`config.mk`:
```
export PLATFORM = sky130hd
export DESIGN_NAME = fetch_unit_flat
export DESIGN_NICKNAME = d
export VERILOG_FILES = /design/src/rtl/cpu_pkg.sv /design/src/rtl/fetch_unit_if.sv /design/src/rtl/fetch_unit_next_pc_calc.sv /design/src/rtl/fetch_unit.sv /design/src/flat_wrapper.sv
export SDC_FILE = /design/constraint.sdc
export NUM_CORES = 1
export LEC_CHECK = 0
export ABC_AREA = 0
export CAP_MARGIN = 25
export CORE_MARGIN = 2
export CORE_UTILIZATION = 35
export CTS_BUF_LIST = sky130_fd_sc_hd__clkbuf_8 sky130_fd_sc_hd__clkbuf_16
export CTS_CLUSTER_SIZE = 20
export DETAILED_ROUTE_END_ITERATION = 10
export GPL_TIMING_DRIVEN = 0
export SLEW_MARGIN = 30
export SYNTH_ARGS = -nofsm -noshare
export SYNTH_HDL_FRONTEND = slang
export SYNTH_SLANG_ARGS = --single-unit
```
`constraint.sdc`:
```
create_clock -name clk -period 4.8 [get_ports clk]
set_clock_uncertainty 0.2 [all_clocks]
set_input_delay 1.2 -clock clk [delete_from_list [all_inputs] [get_ports clk]]
set_output_delay 1.2 -clock clk [all_outputs]
set_load 0.005 [all_outputs]
```
`src/rtl/cpu_pkg.sv`:
```
// Shared CPU definitions: opcodes, branch codes, fetch states and the
// bit positions of the instruction fields used by the fetch unit.
package cpu_pkg;

    // Opcodes carried in ir[15:12]
    localparam logic [3:0] OP_ALU  = 4'h0;
    localparam logic [3:0] OP_LW   = 4'h8;
    localparam logic [3:0] OP_SW   = 4'h9;
    localparam logic [3:0] OP_BEQ  = 4'h4;
    localparam logic [3:0] OP_BLT  = 4'h5;
    localparam logic [3:0] OP_BGT  = 4'h6;
    localparam logic [3:0] OP_JMP  = 4'hC;
    localparam logic [3:0] OP_HALT = 4'hF;

    // Branch condition codes produced by control
    localparam logic [1:0] BR_NONE = 2'b00;
    localparam logic [1:0] BR_EQ   = 2'b01;
    localparam logic [1:0] BR_GT   = 2'b10;
    localparam logic [1:0] BR_LT   = 2'b11;

    // Instruction field positions
    localparam int OP_LSB        = 12;
    localparam int FUNC_LSB      = 0;
    localparam int JMP_OFF_BITS  = 12;
    localparam int BR_OFF_BITS   = 8;

    // Fetch sequencing states
    typedef enum logic [1:0] {
        FETCH  = 2'd0,
        EXEC   = 2'd1,
        HALTED = 2'd2
    } fetch_state_e;

endpackage

```
`src/rtl/fetch_unit_if.sv`:
```
// Instruction memory request bus between the fetch unit and instruction memory.
interface fetch_unit_if #(
    parameter int ADDR_WIDTH = 16,
    parameter int INST_WIDTH = 16
);
    logic                  imem_req;
    logic [ADDR_WIDTH-1:0] imem_addr;
    logic                  imem_ready;
    logic [INST_WIDTH-1:0] imem_rdata;
    logic                  imem_err;

    // Fetch unit side issues requests
    modport master (
        output imem_req,
        output imem_addr,
        input  imem_ready,
        input  imem_rdata,
        input  imem_err
    );

    // Memory side answers requests
    modport slave (
        input  imem_req,
        input  imem_addr,
        output imem_ready,
        output imem_rdata,
        output imem_err
    );
endinterface

```
`src/rtl/fetch_unit_next_pc_calc.sv`:
```
// Combinational next-PC selection: sequential, jump or taken-branch target,
// plus a flag for targets outside instruction memory.
module next_pc_calc
    import cpu_pkg::*;
#(
    parameter int                    ADDR_WIDTH           = 16,
    parameter int                    INST_WIDTH           = 16,
    parameter int                    BRANCH_CONTROL_WIDTH = 2,
    parameter logic [ADDR_WIDTH-1:0] IMEM_BYTES           = 16'h0100
) (
    input  logic [ADDR_WIDTH-1:0]           pc,
    input  logic [INST_WIDTH-1:0]           ir,
    input  logic                            jump,
    input  logic [BRANCH_CONTROL_WIDTH-1:0] branch,
    input  logic                            cmp_lt,
    input  logic                            cmp_gt,
    input  logic                            cmp_eq,
    output logic [ADDR_WIDTH-1:0]           next_pc,
    output logic                            out_of_range
);
    logic [ADDR_WIDTH-1:0] seq_pc;
    logic [ADDR_WIDTH-1:0] jump_off;
    logic [ADDR_WIDTH-1:0] br_off;
    logic                  taken;

    // Offsets are sign-extended and pre-shifted; the top sign bit falls off the shift
    assign seq_pc   = pc + ADDR_WIDTH'(2);
    assign jump_off = {{(ADDR_WIDTH-JMP_OFF_BITS-1){ir[JMP_OFF_BITS-1]}}, ir[JMP_OFF_BITS-1:0], 1'b0};
    assign br_off   = {{(ADDR_WIDTH-BR_OFF_BITS-1){ir[BR_OFF_BITS-1]}}, ir[BR_OFF_BITS-1:0], 1'b0};

    assign taken = ((branch == BR_LT) && cmp_lt) ||
                   ((branch == BR_GT) && cmp_gt) ||
                   ((branch == BR_EQ) && cmp_eq);

    // Jump has priority over a taken branch
    always_comb begin
        next_pc = seq_pc;
        if (jump) begin
            next_pc = seq_pc + jump_off;
        end else if (taken) begin
            next_pc = seq_pc + br_off;
        end
    end

    // Wrapped targets land at high addresses, so one compare covers them too
    assign out_of_range = (next_pc >= IMEM_BYTES);

endmodule

```
`src/rtl/fetch_unit.sv`:
```
// Instruction fetch and sequencing for the multi-cycle CPU: owns the PC,
// the instruction register and the instruction memory handshake.
module fetch_unit
    import cpu_pkg::*;
#(
    parameter int                    ADDR_WIDTH           = 16,
    parameter int                    INST_WIDTH           = 16,
    parameter int                    OP_CODE_WIDTH        = 4,
    parameter int                    FUNCTION_CODE_WIDTH  = 4,
    parameter int                    BRANCH_CONTROL_WIDTH = 2,
    parameter logic [ADDR_WIDTH-1:0] RESET_PC             = 16'h0000,
    parameter logic [ADDR_WIDTH-1:0] IMEM_BYTES           = 16'h0100
) (
    input  logic                            clk,
    input  logic                            rst,
    fetch_unit_if.master                    imem,
    output logic [OP_CODE_WIDTH-1:0]        op_code,
    output logic [FUNCTION_CODE_WIDTH-1:0]  func_code,
    output logic [INST_WIDTH-1:0]           instr,
    output logic                            inst_valid,
    input  logic                            jump,
    input  logic                            halt,
    input  logic [BRANCH_CONTROL_WIDTH-1:0] branch,
    input  logic                            cmp_lt,
    input  logic                            cmp_gt,
    input  logic                            cmp_eq,
    input  logic                            ex_stall,
    output logic                            inst_memory_exception,
    output logic                            halted,
    output logic [ADDR_WIDTH-1:0]           pc
);
    fetch_state_e          state_q, state_d;
    logic [ADDR_WIDTH-1:0] pc_q, pc_d;
    logic [INST_WIDTH-1:0] ir_q, ir_d;
    logic                  exc_q, exc_d;
    logic                  armed_q;
    logic [ADDR_WIDTH-1:0] next_pc;
    logic                  out_of_range;

    next_pc_calc #(
        .ADDR_WIDTH           (ADDR_WIDTH),
        .INST_WIDTH           (INST_WIDTH),
        .BRANCH_CONTROL_WIDTH (BRANCH_CONTROL_WIDTH),
        .IMEM_BYTES           (IMEM_BYTES)
    ) u_next_pc_calc (
        .pc           (pc_q),
        .ir           (ir_q),
        .jump         (jump),
        .branch       (branch),
        .cmp_lt       (cmp_lt),
        .cmp_gt       (cmp_gt),
        .cmp_eq       (cmp_eq),
        .next_pc      (next_pc),
        .out_of_range (out_of_range)
    );

    // State registers; armed_q keeps the request low for one cycle after reset
    always_ff @(posedge clk) begin
        if (rst) begin
            state_q <= FETCH;
            pc_q    <= RESET_PC;
            ir_q    <= '0;
            exc_q   <= 1'b0;
            armed_q <= 1'b0;
        end else begin
            state_q <= state_d;
            pc_q    <= pc_d;
            ir_q    <= ir_d;
            exc_q   <= exc_d;
            armed_q <= 1'b1;
        end
    end

    // Next-state and handshake outputs for the fetch/execute sequencer
    always_comb begin
        state_d       = state_q;
        pc_d          = pc_q;
        ir_d          = ir_q;
        exc_d         = exc_q;
        imem.imem_req = 1'b0;
        inst_valid    = 1'b0;
        halted        = 1'b0;
        case (state_q)
            FETCH: begin
                imem.imem_req = armed_q;
                if (armed_q && imem.imem_ready) begin
                    if (imem.imem_err) begin
                        exc_d   = 1'b1;
                        state_d = HALTED;
                    end else begin
                        ir_d    = imem.imem_rdata;
                        state_d = EXEC;
                    end
                end
            end
            EXEC: begin
                inst_valid = 1'b1;
                if (halt) begin
                    state_d = HALTED;
                end else if (!ex_stall) begin
                    if (out_of_range) begin
                        exc_d   = 1'b1;
                        state_d = HALTED;
                    end else begin
                        pc_d    = next_pc;
                        state_d = FETCH;
                    end
                end
            end
            HALTED: begin
                halted = 1'b1;
            end
            default: begin
                state_d = FETCH;
            end
        endcase
    end

    assign imem.imem_addr        = pc_q;
    assign pc                    = pc_q;
    assign instr                 = ir_q;
    assign op_code               = ir_q[OP_LSB +: OP_CODE_WIDTH];
    assign func_code             = ir_q[FUNC_LSB +: FUNCTION_CODE_WIDTH];
    assign inst_memory_exception = exc_q;

endmodule

```
`src/flat_wrapper.sv`:
```
// flat-port wrapper written by rule: the top's interface ports become plain ports
module fetch_unit_flat import cpu_pkg::*;
#(
    parameter int                    ADDR_WIDTH           = 16,
    parameter int                    INST_WIDTH           = 16,
    parameter int                    OP_CODE_WIDTH        = 4,
    parameter int                    FUNCTION_CODE_WIDTH  = 4,
    parameter int                    BRANCH_CONTROL_WIDTH = 2,
    parameter logic [ADDR_WIDTH-1:0] RESET_PC             = 16'h0000,
    parameter logic [ADDR_WIDTH-1:0] IMEM_BYTES           = 16'h0100
)
  (clk, rst, op_code, func_code, instr, inst_valid, jump, halt, branch, cmp_lt, cmp_gt, cmp_eq, ex_stall, inst_memory_exception, halted, pc, imem_imem_req, imem_imem_addr, imem_imem_ready, imem_imem_rdata, imem_imem_err);
  fetch_unit_if #(.ADDR_WIDTH(ADDR_WIDTH), .INST_WIDTH(INST_WIDTH)) imem_i ();
  input  logic clk;
  input  logic rst;
  output logic [OP_CODE_WIDTH-1:0] op_code;
  output logic [FUNCTION_CODE_WIDTH-1:0] func_code;
  output logic [INST_WIDTH-1:0] instr;
  output logic inst_valid;
  input  logic jump;
  input  logic halt;
  input  logic [BRANCH_CONTROL_WIDTH-1:0] branch;
  input  logic cmp_lt;
  input  logic cmp_gt;
  input  logic cmp_eq;
  input  logic ex_stall;
  output logic inst_memory_exception;
  output logic halted;
  output logic [ADDR_WIDTH-1:0] pc;
  output wire logic [$bits(imem_i.imem_req)-1:0] imem_imem_req;
  output wire logic [$bits(imem_i.imem_addr)-1:0] imem_imem_addr;
  input wire logic [$bits(imem_i.imem_ready)-1:0] imem_imem_ready;
  input wire logic [$bits(imem_i.imem_rdata)-1:0] imem_imem_rdata;
  input wire logic [$bits(imem_i.imem_err)-1:0] imem_imem_err;
  assign imem_imem_req = imem_i.imem_req;
  assign imem_imem_addr = imem_i.imem_addr;
  assign imem_i.imem_ready = imem_imem_ready;
  assign imem_i.imem_rdata = imem_imem_rdata;
  assign imem_i.imem_err = imem_imem_err;
  fetch_unit #(.ADDR_WIDTH(ADDR_WIDTH), .INST_WIDTH(INST_WIDTH), .OP_CODE_WIDTH(OP_CODE_WIDTH), .FUNCTION_CODE_WIDTH(FUNCTION_CODE_WIDTH), .BRANCH_CONTROL_WIDTH(BRANCH_CONTROL_WIDTH), .RESET_PC(RESET_PC), .IMEM_BYTES(IMEM_BYTES)) u_core (.clk(clk), .rst(rst), .imem(imem_i), .op_code(op_code), .func_code(func_code), .instr(instr), .inst_valid(inst_valid), .jump(jump), .halt(halt), .branch(branch), .cmp_lt(cmp_lt), .cmp_gt(cmp_gt), .cmp_eq(cmp_eq), .ex_stall(ex_stall), .inst_memory_exception(inst_memory_exception), .halted(halted), .pc(pc));
endmodule
```
# --- Word-level counts from Yosys, hierarchy flattened ---
# Cells that the tools add are included.
word_totals:
  ff_bits: 36
  in_bits: 28
  out_inout_bits: 60
  wordCells: 55
classes:
  reduce_logical: 12
  magnitude_cmp: 1
  n_eq_ne: 11
  add_sub_neg: 3
  bitwise_logic: 5
  mux: 18
ops:
  columns: ["op", "count"]
  rows:
  - ["$add A16 B16 Y16", 2]
  - ["$mux W16", 2]
  - ["$add A16 B2 Y16 const B", 1]
  - ["$ge A16 B9 Y1 const B", 1]
  - ["$mux W2", 5]
  - ["$mux W1", 9]
  - ["$eq A2 B2 Y1 const B", 3]
  - ["$ne A2 B2 Y1 const B", 3]
  - ["$pmux W2 S3", 1]
  - ["$reduce_and A3 Y1", 2]
  - ["$reduce_and A6 Y1", 1]
  - ["$not A1 Y1", 5]
  - ["$eq A2 B1 Y1 const B", 2]
  - ["$logic_and A1 B1 Y1", 4]
  - ["$ne A2 B1 Y1 const B", 2]
  - ["$reduce_and A4 Y1", 1]
  - ["$ne A3 B3 Y1 const B", 1]
  - ["$logic_not A2 Y1", 1]
  - ["$logic_or A1 B1 Y1", 2]
  - ["$pmux W1 S2", 1]
  - ["$reduce_bool A2 Y1", 1]

# --- Depth between registers and ports, before layout ---
# Gate-level depths: netlist of run 1.
logic_depth:
  depth_word: 11
  ltp_mapped: 14
  depth_no_buf: 14

# --- Modules after synthesis ---
# A second synthesis of run 1 with hierarchy kept.
hier_totals:
  hier_cells: 402
  hier_area_um2: 3219.3
modules_own_cells:
  columns: ["module", "cells_each", "seq_area_each_um2", "area_per_inst_um2", "n_inst"]
  rows:
  - ["fetch_unit", 188, 720.7, 1707.9, 1]
  - ["next_pc_calc", 214, 0.0, 1511.4, 1]

# --- Worst setup path before layout of run 1 ---
# Ideal clock, no wire load.
synth_path:
  kind: "reg-to-reg"
  start: "reg u_core.pc_q[1] (netlist: u_core.imem.imem_addr[1])"
  end: "reg u_core.pc_q[4] (netlist: u_core.imem.imem_addr[4])"
  arrival_time_ps: 4110
  path_stages_with_launch: 15
  setup_time_ps: 65
  n_path_buf: 0
  slack_ps: 425
  required_ps: 4535
  period_less_slack_ps: 4375
  path_cell_list: "dfxtp_1 ha_1 nand4_1 nor4_1 xor2_1 ha_1 a21oi_1 nand2_1 a221o_1 a21oi_1 nor2_1 or4b_4 nor4_4 mux2_2 nor2_1"
synth_between:
  elab_chain_cells: 7
  word_cells_on_any_way: 8
  cone_classes: "add/sub (3); order compare (1); mux (2); bitwise (1); reduce/logical (1)"
synth_rtl:
  columns: ["element", "line", "source"]
  rows:
  - ["start: declaration", "fetch_unit.sv:33", "logic [ADDR_WIDTH-1:0] pc_q, pc_d;"]
  - ["start signal: assignment", "fetch_unit.sv:67", "pc_q <= pc_d;"]
  - ["$add A16 B2 Y16 (*)", "fetch_unit_next_pc_calc.sv:27", "assign seq_pc = pc + ADDR_WIDTH'(2);"]
  - ["$add A16 B16 Y16", "fetch_unit_next_pc_calc.sv:41", "next_pc = seq_pc + br_off;"]
  - ["$mux W16", "fetch_unit_next_pc_calc.sv:40", "end else if (taken) begin"]
  - ["$mux W16 (*)", "fetch_unit_next_pc_calc.sv:38", "if (jump) begin"]
  - ["$ge A16 B9 Y1", "fetch_unit_next_pc_calc.sv:46", "assign out_of_range = (next_pc >= IMEM_BYTES);"]
  - ["$not A1 Y1 (no source line)", null, null]
  - ["$reduce_and A4 Y1 (no source line)", null, null]
# Every way passes the cells marked *; elsewhere a longest branch is shown, timed or not.
# A chain may end at the register's enable or synchronous reset.

# --- Worst setup path after layout of run 1 ---
layout_path:
  start: "reg u_core.pc_q[2] (netlist: u_core.imem.imem_addr[2])"
  end: "reg u_core.pc_q[7] (netlist: u_core.imem.imem_addr[7])"
# The elaborated chain is that of the path after synthesis.

==> results.py, run 1 <==
metrics = {
    "timing": {
        "finalSetupTns_ns": 0,
        "slew-limit-headroom_pct": 61.0,
        "post-route-period-util_pct": 93.1,
        "hold_violations": 0,
        "hold_slack_ns": 0.273,
        "clock.fmax_ghz": 0.224,
        "rsz0062_at_grt": "no",
        "min_period_ns": 4.47,
        "tightest_slew_ns": 0.585,
        "maxSlewViolCount": 0,
        "finalSetupViolCount": 0,
    },
    "setup_path": {
        "criticalPathCategory": "reg -> reg",
        "reg2reg_depth": 16,
        "path_max_fanout": 8,
        "arrival_ns": 4.43,
        "r2r-start": "u_core.imem.imem_addr[2]",
        "r2r_setup_slack_ns": 0.33,
        "reg2reg_to": "u_core.imem.imem_addr[7]",
        "crit_path_start_kind": "flop",
        "critPathRequiredTime_ns": 4.76,
        "worst_setup_path_end_kind": "flop",
    },
    "cts": {
        "cts.clk_slew.worst_paths_ns": 0.08,
        "htreeDepth": 2,
        "cts_tree": "built",
        "cts_max_path_buffers": 2,
        "clkSinkCount": 35,
        "cts_buffers": 5,
        "clock_latency_ns": 0.29,
        "cts-root-buf": "clkbuf_8",
        "hold_buffers": 0,
    },
    "placement": {
        "port_buffers": 84,
        "place.gp.congestion": 0.845,
        "hpwl_um": 7060,
        "postPlaceCellArea_mm2": 0.00402,
    },
    "synthesis": {
        "ys_types": 57,
        "syn_area_mm2": 0.00304,
        "synth_commonest_cells": "61 x nand2_1, 39 x a21oi_1, 35 x dfxtp_1",
        "synth_edf_count": 0,
        "ys_warn_count": 0,
        "avgSynthCellArea_um2": 7.61,
        "yosys-top-cells-area": "dfxtp_1 23%, ha_1 9.5%, nand2_1 7.5%",
        "synth_most_common_cell": "nand2_1",
        "yosysSeqAreaShare_pct": 23.0,
        "synth_top_cell_area_share_pct": 23.0,
        "synth_seq_cells": 35,
        "async_reset_ff_share_pct": 0,
        "synth-main-ff-cell": "dfxtp_1",
        "synthCells": 400,
        "synth_area_leader_cell": "dfxtp_1",
    },
    "route": {
        "drtIter0Drc": 151,
        "drt.antenna.violating_nets": 0,
        "first_pass_iters": 5,
        "drt-total-wl_um": 8720,
        "post-route-drc-count": 0,
        "wire_per_inst_um": 14.4,
        "num_vias": 3107,
        "viasPerCell": 5.14,
    },
    "floorplan": {
        "boundaryPins": 88,
        "die_w_um": 97.2,
        "die_h_um": 97.2,
        "core.rowCount": 34,
        "start_util_pct": 35.4,
        "core_area_mm2": 0.00859,
        "die-area_mm2": 0.00946,
    },
    "global_routing": {
        "grt_max_degree": 15,
        "antenna_found_initial": 0,
        "gr-usage-met2_pct": 30.5,
        "grt_pass1_wl_um": 14400,
        "top_usage_layer": "met2",
        "met3_usage_pct": 2.16,
        "grt-ovfl-total": 0,
        "grt_util_met1_pct": 24.4,
        "grt_use_total_pct": 18.1,
        "grt_pass1_vias": 3044,
    },
    "job": {
        "max_cap_viol_count": 0,
    },
    "finish": {
        "final_nets": 548,
        "diodes": 0,
        "fin_util_pct": 48.8,
        "finish.instance_area_mm2": 0.00419,
        "area_delta_synth_final_pct": 37.8,
        "layout-drive-gt1-share_pct": 12.3,
    },
    "worst_hold_path": {
        "hold_class": "reg -> reg",
        "worstHoldStart": "u_core.instr[15]",
        "min_to": "u_core.instr[15]",
        "hold_path_depth": 2,
    },
    "power": {
        "irDropWorstVdd_v": 0.000146,
        "powerDensity_mw_per_mm2": 152,
        "power_leakage_nw": 1.69,
        "p_int_uw": 462,
        "switchingPower_uw": 176,
        "p_clk_share_pct": 34.1,
        "combPwrFrac_pct": 18.2,
        "swShare_pct": 27.6,
        "p_seq_share_pct": 47.7,
    },
    "outcome": {
        "status": "finished, final reports clean",
    },
}
## layout by cell type (no fill, tap or decap), types with 3 or more instances in the layout
cell	instances
a211oi_1	6
a21o_1	3
a21oi_1	37
a31oi_1	6
and2_1	8
buf_4	29
clkbuf_1	7
clkbuf_8	5
clkdlybuf4s50_1	84
dfxtp_1	34
ha_1	22
inv_1	15
mux2i_1	11
nand2_1	61
nand2b_1	6
nand3_1	7
nor2_1	29
nor2b_1	4
nor3_1	8
o2111ai_1	3
o211ai_1	3
o21a_1	3
o21ai_0	20
o22ai_1	4
or2_2	3
xnor2_1	12
xor2_1	12
## registers in the layout, indices dropped and copies added, names as in the netlist
signal / cells
u_core.instr: 16
u_core.imem.imem_addr: 15
u_core.state_q: 2
u_core.armed_q: 1
u_core.inst_memory_exception: 1
## how the worst max path moves through the flow
stage                             startpoint                  endpoint  slack (ns)  cells after the start
CTS                 u_core.imem.imem_addr[1]  u_core.imem.imem_addr[3]         0.1                     16
floorplan           u_core.imem.imem_addr[1]  u_core.imem.imem_addr[4]        0.43                     14
detailed placement  u_core.imem.imem_addr[1]  u_core.imem.imem_addr[9]       -0.48                     14
finish              u_core.imem.imem_addr[2]  u_core.imem.imem_addr[7]        0.33                     16
global route        u_core.imem.imem_addr[2]  u_core.imem.imem_addr[2]      0.0004                     16
global placement    u_core.imem.imem_addr[1]  u_core.imem.imem_addr[9]       -0.50                     14
## critical path, stage by stage, from the launching register on
cell and delay [ns]:
dfxtp_1 0.45, ha_2 0.28, nand4_1 0.16, nor4_2 0.33
xor2_1 0.23, ha_1 0.33, a21oi_2 0.21, nand2_1 0.08
a221o_1 0.34, a21oi_1 0.24, nor2_1 0.08, or4b_4 0.57
nor4_4 0.25, buf_4 0.22, buf_4 0.14, mux2i_1 0.17
nor2_1 0.05
## power by group through the flow
stage / Combinational, mW / Sequential, mW / Clock, mW
floorplan: 0.0584 / 0.310 / 0
global placement: 0.115 / 0.311 / 0
detailed placement: 0.116 / 0.311 / 0
CTS: 0.117 / 0.305 / 0.229
global route: 0.129 / 0.306 / 0.240
finish: 0.116 / 0.304 / 0.218
## metal layers
| metal | share of wire, % | vias up |
|---|---|---|
| li1 | - | 1594 |
| met3 | 3.4 | 18 |
| met2 | 47 | 67 |
| met5 | 0 | - |
| met4 | 2.4 | 0 |
| met1 | 47 | 1428 |
## cell families after synthesis
logic type	synth area share [%]
simple gates	25.1
mux	3.99
buf+inv	8.88
compound gates	21.5
other cells	0.123
fa+ha+maj	10.1
xor+xnor	7.20
flops	23.0
## per-stage QoR
| step | cells | total power [mW] | setup slack, ns |
|---|---|---|---|
| after global routing | 605 | 0.675 | 0.000371 |
| after detailed placement | 593 | 0.427 | -0.478 |
| final | 605 | 0.638 | 0.329 |
| after global placement | 593 | 0.426 | -0.501 |
| after floorplan | 401 | 0.368 | 0.425 |
| after CTS | 605 | 0.650 | 0.0975 |
## timing repair
action	in CTS	in global routing
gates resized for setup	0	10
buffers inserted	4	0
setup endpoints to repair	15	14
pin swaps	2	0
## final cells by class
type / instances / area, um^2
timing repair buffer: 88 / 871
clock buffer: 5 / 68.8
inverter: 15 / 56.3
sequential: 35 / 702
clock inverter: 3 / 25.0
tap: 108 / 135
fill: 879 / 4400
buffer: 32 / 214
multi-input combinational: 319 / 2120
Note: power is estimated with default switching activity, not from simulation.
==> run 2: changes to the inputs <==
Settings changed: CTS_BUF_LIST sky130_fd_sc_hd__clkbuf_8 sky130_fd_sc_hd__clkbuf_16 to default.
==> results of run 2 <==
The final DEF is identical to that of run 1; final timing and power are the same.
